`src/rtl/crypt3_pkg.sv`:
```
// Shared types and constants for the crypt(3) key path: key geometry,
// loader FSM states and the FIFO entry layout.
package crypt3_pkg;

    localparam int KEY_CHARS = 8;
    localparam int CHAR_BITS = 7;
    localparam int KEY_BITS  = 56;

    typedef enum logic [1:0] {
        COLLECT,
        DRAIN,
        PUSH
    } loader_state_t;

    typedef struct packed {
        logic [KEY_BITS-1:0] key;
        logic [3:0]          len;
        logic                trunc;
    } key_entry_t;

endpackage

```
`src/rtl/crypt3_key_fifo.sv`:
```
// Small synchronous FIFO of packed keys; the head is read straight from the
// entry registers, so it stays stable until popped.
module crypt3_key_fifo
    import crypt3_pkg::*;
#(
    parameter int DEPTH = 2
) (
    input  logic       CLK,
    input  logic       RST_N,
    input  logic       wr_en,
    input  key_entry_t wr_data,
    input  logic       rd_en,
    output key_entry_t rd_data,
    output logic       full,
    output logic       empty
);
    localparam int AW = $clog2(DEPTH);
    localparam logic [AW:0] PTR_ONE = {{AW{1'b0}}, 1'b1};

    key_entry_t  mem [DEPTH];
    logic [AW:0] wr_ptr;
    logic [AW:0] rd_ptr;
    logic        do_pop;
    logic        do_push;

    // The extra pointer bit separates full from empty when the indices match.
    assign empty   = (wr_ptr == rd_ptr);
    assign full    = (wr_ptr[AW] != rd_ptr[AW]) && (wr_ptr[AW-1:0] == rd_ptr[AW-1:0]);
    assign do_pop  = rd_en && !empty;
    assign do_push = wr_en && (!full || do_pop);
    assign rd_data = mem[rd_ptr[AW-1:0]];

    always_ff @(posedge CLK or negedge RST_N) begin
        if (!RST_N) begin
            wr_ptr <= '0;
            rd_ptr <= '0;
            for (int i = 0; i < DEPTH; i++) begin
                mem[i] <= '0;
            end
        end else begin
            if (do_push) begin
                mem[wr_ptr[AW-1:0]] <= wr_data;
                wr_ptr              <= wr_ptr + PTR_ONE;
            end
            if (do_pop) begin
                rd_ptr <= rd_ptr + PTR_ONE;
            end
        end
    end

endmodule

```
`src/rtl/crypt3_key_loader.sv`:
```
// Packs a streamed candidate word into a 56-bit crypt(3) DES key (7 bits per
// char, max 8 chars, NUL-terminated, zero-padded) and queues it for the DES core.
module crypt3_key_loader
    import crypt3_pkg::*;
#(
    parameter int OUT_DEPTH = 2,
    parameter int CNT_WIDTH = 16
) (
    input  logic                 CLK,
    input  logic                 RST_N,
    input  logic [7:0]           in_data,
    input  logic                 in_valid,
    input  logic                 in_last,
    output logic                 in_ready,
    output logic [KEY_BITS-1:0]  key_out,
    output logic [3:0]           key_len,
    output logic                 key_trunc,
    output logic                 key_valid,
    input  logic                 key_ready,
    output logic [CNT_WIDTH-1:0] key_cnt
);
    localparam logic [3:0] IDX_FULL = 4'(KEY_CHARS);

    loader_state_t        state, state_nx;
    logic [KEY_BITS-1:0]  pack, pack_nx;
    logic [3:0]           idx, idx_nx;
    logic                 trunc, trunc_nx;
    logic                 ready_q;
    logic                 in_xfer;
    logic                 nul;
    logic                 push;
    logic                 pop;
    logic                 fifo_full;
    logic                 fifo_empty;
    logic                 char_msb_unused;
    logic [CNT_WIDTH-1:0] cnt;
    key_entry_t           wr_entry;
    key_entry_t           head;

    assign char_msb_unused = in_data[7];
    assign in_ready  = ready_q;
    assign in_xfer   = in_valid && ready_q;
    assign nul       = (in_data[6:0] == 7'd0);
    assign key_valid = !fifo_empty;
    assign pop       = key_valid && key_ready;
    assign wr_entry  = '{key: pack, len: idx, trunc: trunc};
    assign key_out   = head.key;
    assign key_len   = head.len;
    assign key_trunc = head.trunc;
    assign key_cnt   = cnt;

    always_comb begin
        state_nx = state;
        pack_nx  = pack;
        idx_nx   = idx;
        trunc_nx = trunc;
        push     = 1'b0;
        case (state)
            COLLECT: begin
                if (in_xfer) begin
                    if (nul) begin
                        // A NUL ends the key; anything after it is just drained.
                        trunc_nx = !in_last;
                        state_nx = in_last ? PUSH : DRAIN;
                    end else begin
                        if (idx < IDX_FULL) begin
                            pack_nx[CHAR_BITS*int'(idx[2:0]) +: CHAR_BITS] = in_data[6:0];
                            idx_nx = idx + 4'd1;
                        end else begin
                            trunc_nx = 1'b1;
                        end
                        if (in_last) begin
                            state_nx = PUSH;
                        end else if (idx == IDX_FULL) begin
                            state_nx = DRAIN;
                        end
                    end
                end
            end
            DRAIN: begin
                if (in_xfer && in_last) begin
                    state_nx = PUSH;
                end
            end
            PUSH: begin
                push = !fifo_full || pop;
                if (push) begin
                    state_nx = COLLECT;
                    pack_nx  = '0;
                    idx_nx   = '0;
                    trunc_nx = 1'b0;
                end
            end
            default: state_nx = COLLECT;
        endcase
    end

    always_ff @(posedge CLK or negedge RST_N) begin
        if (!RST_N) begin
            state   <= COLLECT;
            pack    <= '0;
            idx     <= '0;
            trunc   <= 1'b0;
            ready_q <= 1'b0;
            cnt     <= '0;
        end else begin
            state   <= state_nx;
            pack    <= pack_nx;
            idx     <= idx_nx;
            trunc   <= trunc_nx;
            ready_q <= (state_nx != PUSH);
            if (push) begin
                cnt <= cnt + CNT_WIDTH'(1);
            end
        end
    end

    crypt3_key_fifo #(
        .DEPTH(OUT_DEPTH)
    ) u_fifo (
        .CLK    (CLK),
        .RST_N  (RST_N),
        .wr_en  (push),
        .wr_data(wr_entry),
        .rd_en  (key_ready),
        .rd_data(head),
        .full   (fifo_full),
        .empty  (fifo_empty)
    );

endmodule

```
`config.mk`:
```
export PLATFORM = sky130hd
export DESIGN_NAME = crypt3_key_loader
export DESIGN_NICKNAME = d
export VERILOG_FILES = /design/src/rtl/crypt3_pkg.sv /design/src/rtl/crypt3_key_fifo.sv /design/src/rtl/crypt3_key_loader.sv
export SDC_FILE = /design/constraint.sdc
export NUM_CORES = 1
export LEC_CHECK = 0
export ABC_AREA = 1
export BUFFER_PORTS_ARGS = -buffer_cell sky130_fd_sc_hd__clkbuf_2
export CAP_MARGIN = 20
export CORE_ASPECT_RATIO = 0.8
export CORE_UTILIZATION = 55
export DETAILED_ROUTE_END_ITERATION = 10
export PLACE_DENSITY = 0.75
export RECOVER_POWER = 25
export SETUP_SLACK_MARGIN = 0.05
export SLEW_MARGIN = 20
export SYNTH_ARGS = -nofsm -noshare
export SYNTH_HDL_FRONTEND = slang
export SYNTH_SLANG_ARGS = --single-unit
export TNS_END_PERCENT = 20
```
`constraint.sdc`:
```
create_clock -name CLK -period 2.1 [get_ports CLK]
set_clock_uncertainty 0.05 [all_clocks]
set_input_delay 0.63 -clock CLK [delete_from_list [all_inputs] [get_ports CLK]]
set_output_delay 0.63 -clock CLK [all_outputs]
set_load 0.1 [all_outputs]
```
==> out/results.tsv, run 1 <==
metric	value	unit
worst hold path stage count	2	
Avg WL per Cell	16.4	um
cell taking the most area after synthesis	dfrtp_1	
Die Y-Extent	119	um
die area	17800	um2
port bufs	90	
Initial Util	0.567	
# DRC	0	
GRT Total Usage	0.286	
GPL Wtd Cong	0.944	
Synth Register Bits	206	
initial drt markers	622	
class of the worst hold path	in -> reg	
Setup crit start kind	register	
most used routing layer	met2	
worst skew pair latency	500	ps
First-pass DRT Iterations	5	
# setup viols final	62	
syn nets	1198	
final worst-path cycle share	1.19	
Slowest-stage cell, CP	dfrtp_4	
DR vias/cell	5.43	
Post-Layout Inst Area	12700	um2
RSZ-0062 raised after global routing	true	
Ys Warns	0	
crit path max fanout	8	
Fill cells	1078	
Max clock buf depth	3	
vias in the first global route	8188	
fraction of layout cells with a size suffix above 1	0.236	
fin crit period	2490	ps
DR vias	8257	
Crit path max-delay family	flip-flops	
CTS tree	built	
worst-margin pin slew	1270	ps
Site Rows	42	
CP Data Arrival Time	1810	ps
flip-flop and latch area	5160	um2
Placed Instances	1475	
most used cell, CP	buf_6	
CP endpoint kind	primary output	
worst-case reg-to-reg path depth	11	
Max-Cap Viols	0	
GRT Residual Overflow	0	
Setup WS post-layout	-392	ps
multi-input logic area	4170	um2
Slew HR	0.152	
largest net degree at the start of global routing	69	
WP buf/inv	3	
WP depth	4	
H-Tree Depth	1	
met3 usage	0.0418	
area grow syn2layout	34.2	%
CTS Hold Bufs	0	
fin. max-slew vios	0	
initial antenna violation count	0	
worst endpoint required time	1420	ps
Mapped Cells	1181	
M1 GR Usage	0.401	
n_diodes	0	
worst slack, placed	52.2	ps
DRT Wirelength	24900	um
top cells by area, synth	dfrtp_1 (54%), nand2_1 (20%), o21ai_0 (5.8%), inv_1 (4.1%), nand3_1 (3.8%)	
DIE WIDTH	149	um
status	finished with violations	
CTS Buf Count	21	
WS Path Type	reg -> out	
Netlist Area Pre-Place	9470	um2
core region area	16700	um2
Max stage delay on crit path	600	ps
violated checks	negative setup slack	
CTS root buf	clkbuf_16	
post-route insts no fill	1522	
top-area cell type share of the netlist area	0.544	
synthesized area per cell	8.02	um2
CTS Sinks	206	
HPWL Detailed	15100	um
f_max	401	MHz
most frequent cells in the layout	nand2_1 (475), dfrtp_1 (205), inv_1 (103), nand3_1 (71), buf_12 (70)	
Synth cell types	29	
final hold vios	0	
first-pass GRT wire length	40200	um
most common cell after layout, fill and taps aside	nand2_1	
GR met2 Demand/Resource	0.457	
Final #Nets	1305	
Final ANT Viol Nets	0	
# IOs	92	
worst path cell trace	buf_6 -> buf_6 -> o21ai_4 -> buf_12	
sequential fraction of the synthesis area	0.544	
Final Util	0.761	
area of placed instances	11300	um2
clk slew on worst S/H paths	60	ps
==> metal layers <==
layer,part of all wire,vias up
met5,0,-
met4,0.027,0
met3,0.056,55
met2,0.48,277
met1,0.44,4015
li1,-,3910
==> layout make-up <==
type	count	area share
flip-flops and latches	206	0.406
multi-input cells	816	0.328
repair buffers	137	0.156
clock buffers	31	0.0490
inverters	106	0.0313
well taps	220	0.0217
clock inverters	6	0.00827
==> what timing repair did <==
action,4_1_cts,5_1_grt
resized for setup,89,59
endpoints found under the setup margin,77,119
buffers inserted,3,3
pin swaps,4,7
cloned,1,3
==> flip-flops by register name, indices dropped and copies added, names as in the netlist <==
| signal | cells |
|---|---|
| u_fifo.mem | 122 |
| pack | 56 |
| key_cnt | 16 |
| idx | 4 |
| state | 2 |
| u_fifo.rd_ptr | 2 |
| u_fifo.wr_ptr | 2 |
| in_ready | 1 |
| trunc | 1 |
==> synthesized netlist by cell type <==
cell	n
o21ai_1	13
nand3_1	72
dfrtp_1	206
nor3_1	11
inv_1	104
and2_1	1
a21oi_1	1
nand2_2	10
nand3_2	1
inv_2	2
buf_8	1
nand2_1	509
o21ai_0	109
nand3b_1	3
xnor2_1	5
ha_1	4
o21bai_1	2
buf_4	3
nand4_1	4
buf_6	9
clkbuf_1	22
nand3b_4	1
o21ai_2	19
xor2_1	5
nor2_4	2
o211ai_1	1
nand2_4	1
nor2_1	42
buf_2	18
==> stage by stage <==
| step | setup TNS (ps) | hold WS (ps) |
|---|---|---|
| 2_1_floorplan | -36520 | 284 |
| 3_3_place_gp | 0 | 412 |
| 3_5_place_dp | 0 | 415 |
| 4_1_cts | -19440 | 34.5 |
| 5_1_grt | -23710 | 345 |
| 6_report | -21690 | 337 |
==> cell families (layout without fill, tap and decap cells) <==
group | Yosys count | after routing | synth area share
AOI/OAI and AO/OA | 145 | 145 | 0.0850
and+or+nand+nor | 657 | 657 | 0.281
DFF | 206 | 206 | 0.544
adders and majority gates | 4 | 4 | 0.00528
xor gates and xnor gates | 10 | 10 | 0.00925
buffers and inverters | 159 | 280 | 0.0749
==> final timing paths <==
path / startpoint / end / slack [ps]
worst max-delay path: u_fifo.rd_ptr[0] / key_len[2] / -390
worst min-delay path: in_last / state[0] / 340
worst max register to register: u_fifo.rd_ptr[0] / pack[22] / 50
worst min register to register: u_fifo.mem[51] / u_fifo.mem[51] / 430
max in group asynchronous: RST_N / u_fifo.rd_ptr[0] / 370
min in group asynchronous: RST_N / u_fifo.mem[86] / 350
==> worst reg2reg max path: stages (launching register included) <==
cell and delay, ps:
dfrtp_4 590, buf_6 190, inv_2 50, nand2_1 70
nand2_2 90, nand3b_4 110, nand2_4 80, nand2_2 180
buf_12 210, nand2_2 150, nand2_1 110, nand2_1 50
Power of run 1 is left out: the tool's default activity adds up to more than one toggle a clock period on the data nets, which glitch-free logic cannot reach.
==> inputs of run 2 (changes only) <==
- PLACE_DENSITY: 0.75 -> unset
- PLACE_DENSITY_LB_ADDON: unset -> 0.05
==> out/results.tsv, run 2 (synthesized netlist as in run 1, its figures left out) <==
metric	value	unit
DIE WIDTH	149	um
port bufs	90	
Post-Layout Inst Area	12700	um2
die area	17800	um2
max FFs per register	122	
worst-margin pin slew	1340	ps
initial antenna violation count	0	
Max-Cap Viols	0	
Fill cells	1160	
clk slew on worst S/H paths	60	ps
final hold vios	0	
WP buf/inv	3	
Final ANT Viol Nets	0	
CTS Sinks	206	
Crit path max-delay family	buffers and inverters	
core region area	16700	um2
DR vias/cell	5.24	
post-route insts no fill	1523	
CTS root buf	clkbuf_16	
GR met2 Demand/Resource	0.429	
class of the worst hold path	in -> reg	
n_diodes	0	
worst path cell trace	buf_12 -> clkbuf_16 -> o21ai_4 -> buf_12	
Hold EP	state[0]	
DR vias	7986	
final worst-path cycle share	1.16	
Most flops, register	u_fifo.mem	
vias in the first global route	7538	
Reg-to-Reg Start	u_fifo.rd_ptr[0]	
worst hold path stage count	2	
Slew HR	0.108	
CTS Buf Count	21	
most common cell after layout, fill and taps aside	nand2_1	
CTS Hold Bufs	0	
fin. max-slew vios	0	
M1 GR Usage	0.386	
# IOs	92	
H-Tree Depth	1	
flip-flop and latch area	5160	um2
Setup WS post-layout	-344	ps
largest net degree at the start of global routing	71	
most used routing layer	met2	
Site Rows	42	
first-pass GRT wire length	37600	um
area of placed instances	11400	um2
worst-case reg-to-reg path depth	10	
RSZ-0062 raised after global routing	true	
R2R Path End	u_fifo.mem[83]	
worst hold start	in_last	
most used cell, CP	buf_12	
fin crit period	2440	ps
Slowest-stage cell, CP	dfrtp_4	
fraction of layout cells with a size suffix above 1	0.222	
Placed Instances	1479	
# setup viols final	62	
Die Y-Extent	119	um
met3 usage	0.0341	
Avg WL per Cell	15.5	um
Max stage delay on crit path	540	ps
worst endpoint required time	1420	ps
First-pass DRT Iterations	5	
f_max	409	MHz
GPL Wtd Cong	0.920	
worst reg-to-reg setup slack	30	ps
HPWL Detailed	15000	um
Setup crit start kind	register	
Initial Util	0.567	
# DRC	0	
worst hold slack	317	ps
most frequent cells in the layout	nand2_1 (487), dfrtp_1 (205), inv_1 (103), buf_12 (73), nand3_1 (71)	
GRT Residual Overflow	0	
multi-input logic area	4210	um2
crit path max fanout	7	
DRT Wirelength	23500	um
CP Data Arrival Time	1760	ps
Max clock buf depth	3	
initial drt markers	504	
CP endpoint kind	primary output	
Final #Nets	1308	
WS Path Type	reg -> out	
status	finished with violations	
worst skew pair latency	500	ps
CTS tree	built	
area grow syn2layout	34.2	%
violated checks	negative setup slack	
GRT Total Usage	0.268	
[run 2: how the worst max path moves through the flow]
stage                          start           to  depth (start not counted)
floorplan           u_fifo.rd_ptr[0]   key_len[1]                          3
global placement    u_fifo.rd_ptr[0]    key_valid                          5
detailed placement        in_data[1]     pack[30]                         11
CTS                 u_fifo.rd_ptr[0]  key_out[16]                          3
global route        u_fifo.rd_ptr[0]  key_out[55]                          5
finish              u_fifo.rd_ptr[0]  key_out[10]                          4
[run 2: area by class of cell]
cell class                 instances  area share
sequential                       206       0.406
multi-input combinational        816       0.331
timing repair buffer             140       0.158
clock buffer                      27      0.0455
inverter                         106      0.0313
tap                              220      0.0217
clock inverter                     8     0.00650
[run 2: metal layers]
layer  up-vias  part of all wire
met1      3831              0.46
met4         0             0.021
met3        36             0.044
li1       3908                 -
met5         -                 0
met2       211              0.48
[run 2: worst register-to-register path: stages, from the launching register on]
cell and delay (ps):
dfrtp_4 540, buf_4 190, nand2_1 80, nand2_2 80
buf_4 150, nand3b_4 100, nand2_4 100, nor2_4 170
buf_12 290, nand2_1 150, o21ai_0 100
[run 2: timing repair]
action                                  4_1_cts  5_1_grt
setup buffers                                 2        4
hold endpoints to repair                      0        0
gates cloned                                  0        4
pin swaps                                     3       19
endpoints found under the setup margin       78       80
resized for setup                            57       80
[run 2: per-stage QoR]
step,setup WS (ps),utilization,TNS [ps]
after global placement,117,0.681,0
after floorplan,-631,-,-36520
after CTS,-335,0.734,-18150
after global routing,-373,0.760,-22760
final,-344,0.760,-17210
after detailed placement,88.7,0.681,0
Power of run 2 is left out for the same reason.
==> inputs of run 3 (changes only) <==
- ABC_AREA: 1 -> 0
- PLACE_DENSITY: unset -> 0.75
- PLACE_DENSITY_LB_ADDON: 0.05 -> unset
==> out/results.tsv, run 3 <==
metric	value	unit
worst slack, placed	-387	ps
worst endpoint required time	1420	ps
clk slew on worst S/H paths	60	ps
Post-Layout Inst Area	11600	um2
Fill cells	977	
EDFF count, synth	0	
GRT Residual Overflow	0	
violated checks	negative setup slack	
GPL Wtd Cong	0.869	
area grow syn2layout	31.8	%
final worst-path cycle share	1.17	
worst path cell trace	buf_12 -> mux2_2 -> buf_12	
worst skew pair latency	490	ps
Synth Register Bits	206	
area of placed instances	10900	um2
flip-flop and latch area	5160	um2
Site Rows	41	
# IOs	92	
DIE WIDTH	144	um
Most flops, register	u_fifo.mem	
Synth top cells by count	dfrtp_1 (206), mux2_2 (180), a22o_1 (37)	
fin crit period	2450	ps
Max-Cap Viols	0	
Avg WL per Cell	20.0	um
CTS tree	built	
core region area	15700	um2
Max stage delay on crit path	430	ps
cell taking the most area after synthesis	dfrtp_1	
First-pass DRT Iterations	5	
most frequent cell after synthesis	dfrtp_1	
HPWL Detailed	13200	um
VDD IR-drop max	1070	uV
Setup crit start kind	register	
initial antenna violation count	0	
ys async rst share	1.00	
Max clock buf depth	3	
worst reg-to-reg setup slack	60	ps
final hold vios	0	
worst hold slack	329	ps
# setup viols final	62	
setup repair bufs after CTS	0	
crit path max fanout	32	
Primary FF master, synth	dfrtp_1	
Final Util	0.740	
RSZ-0062 raised after global routing	true	
max FFs per register	122	
most frequent cells in the layout	dfrtp_1 (204), mux2_2 (172), buf_12 (70), buf_4 (49), a22o_1 (37)	
synthesized area per cell	14.2	um2
Die Y-Extent	115	um
DR vias/cell	5.88	
R2R Path End	pack[22]	
CTS Sinks	206	
Crit path max-delay family	flip-flops	
status	finished with violations	
vias in the first global route	6082	
Reg-to-Reg Start	idx[1]	
setup TNS	-20000	ps
sequential fraction of the synthesis area	0.583	
worst-case reg-to-reg path depth	5	
Final #Nets	773	
Final ANT Viol Nets	0	
fraction of layout cells with a size suffix above 1	0.505	
port bufs	90	
Initial Util	0.561	
Slowest-stage cell, CP	dfrtp_2	
initial drt markers	307	
f_max	408	MHz
Setup WS post-layout	-354	ps
PwrDens	1610	nW/um2
CP endpoint kind	primary output	
Synth cell types	45	
first-pass GRT wire length	32500	um
Leak	5.65	nW
top-area cell type share of the netlist area	0.583	
fin. max-slew vios	0	
Slew HR	0.219	
multi-input logic area	3570	um2
GRT Total Usage	0.253	
die area	16600	um2
CTS Buf Count	20	
top cells by area, synth	dfrtp_1 (58%), mux2_2 (23%), a22o_1 (3.7%), a32o_1 (2.2%), xnor2_1 (1.9%)	
n_diodes	0	
WS Path Type	reg -> out	
class of the worst hold path	in -> async	
# DRC	0	
Mapped Cells	622	
Netlist Area Pre-Place	8840	um2
CTS root buf	clkbuf_16	
most common cell after layout, fill and taps aside	dfrtp_1	
worst-margin pin slew	1170	ps
syn nets	639	
Ys Warns	0	
most used cell, CP	buf_12	
H-Tree Depth	1	
DRT Wirelength	19600	um
WP buf/inv	2	
largest net degree at the start of global routing	46	
DR vias	5787	
CP Data Arrival Time	1770	ps
## run 3: how the worst max path moves through the flow
stage          cells after the start        startpoint          end  slack [ps]
6_report                           3  u_fifo.rd_ptr[0]  key_out[33]        -350
5_1_grt                            3  u_fifo.rd_ptr[0]  key_out[31]        -380
4_1_cts                            3  u_fifo.rd_ptr[0]  key_out[41]        -360
3_5_place_dp                       5          in_valid     pack[49]        -390
3_3_place_gp                       5          in_valid     pack[54]        -240
2_1_floorplan                      7        in_data[5]     pack[47]        -170
## run 3: layer usage
| metal | track usage | up-vias | routed length [um] |
|---|---|---|---|
| li1 | - | 2553 | - |
| met1 | 0.359 | 3058 | 8990 |
| met2 | 0.413 | 147 | 9480 |
| met3 | 0.0392 | 29 | 847 |
| met4 | 0.0624 | 0 | 327 |
| met5 | 0 | - | 0 |
## run 3: area by class of cell
class / instances / share of cell area
Clock buffer: 33 / 0.0533
Clock inverter: 2 / 0.00301
Inverter: 6 / 0.00215
Multi-Input combinational cell: 371 / 0.307
Sequential cell: 206 / 0.443
Tap cell: 215 / 0.0231
Timing Repair Buffer: 151 / 0.169
## run 3: power breakdown
group          switching [W]  leakage, nW  internal (W)
clock                0.00143        0.321       0.00213
combinational        0.00573         2.52       0.00377
sequential          0.000702         2.82       0.00501
## run 3: through the flow
stage | instances | power [W]
floorplan | 622 | 0.0119
global placement | 949 | 0.0149
detailed placement | 949 | 0.0151
CTS | 984 | 0.0188
global route | 984 | 0.0195
finish | 984 | 0.0188
## run 3: kinds of logic after synthesis
kind of cell	synth area share
fa+ha+maj	0.00566
compound gates	0.0902
xor+xnor	0.0228
simple gates	0.0442
mux	0.229
flops	0.583
buf+inv	0.0248
## run 3: what timing repair did
action	CTS	global route
endpoints found under the setup margin	113	108
resized for setup	23	11
hold buffers	0	0
No activity file was read; power rests on OpenSTA's default activity.
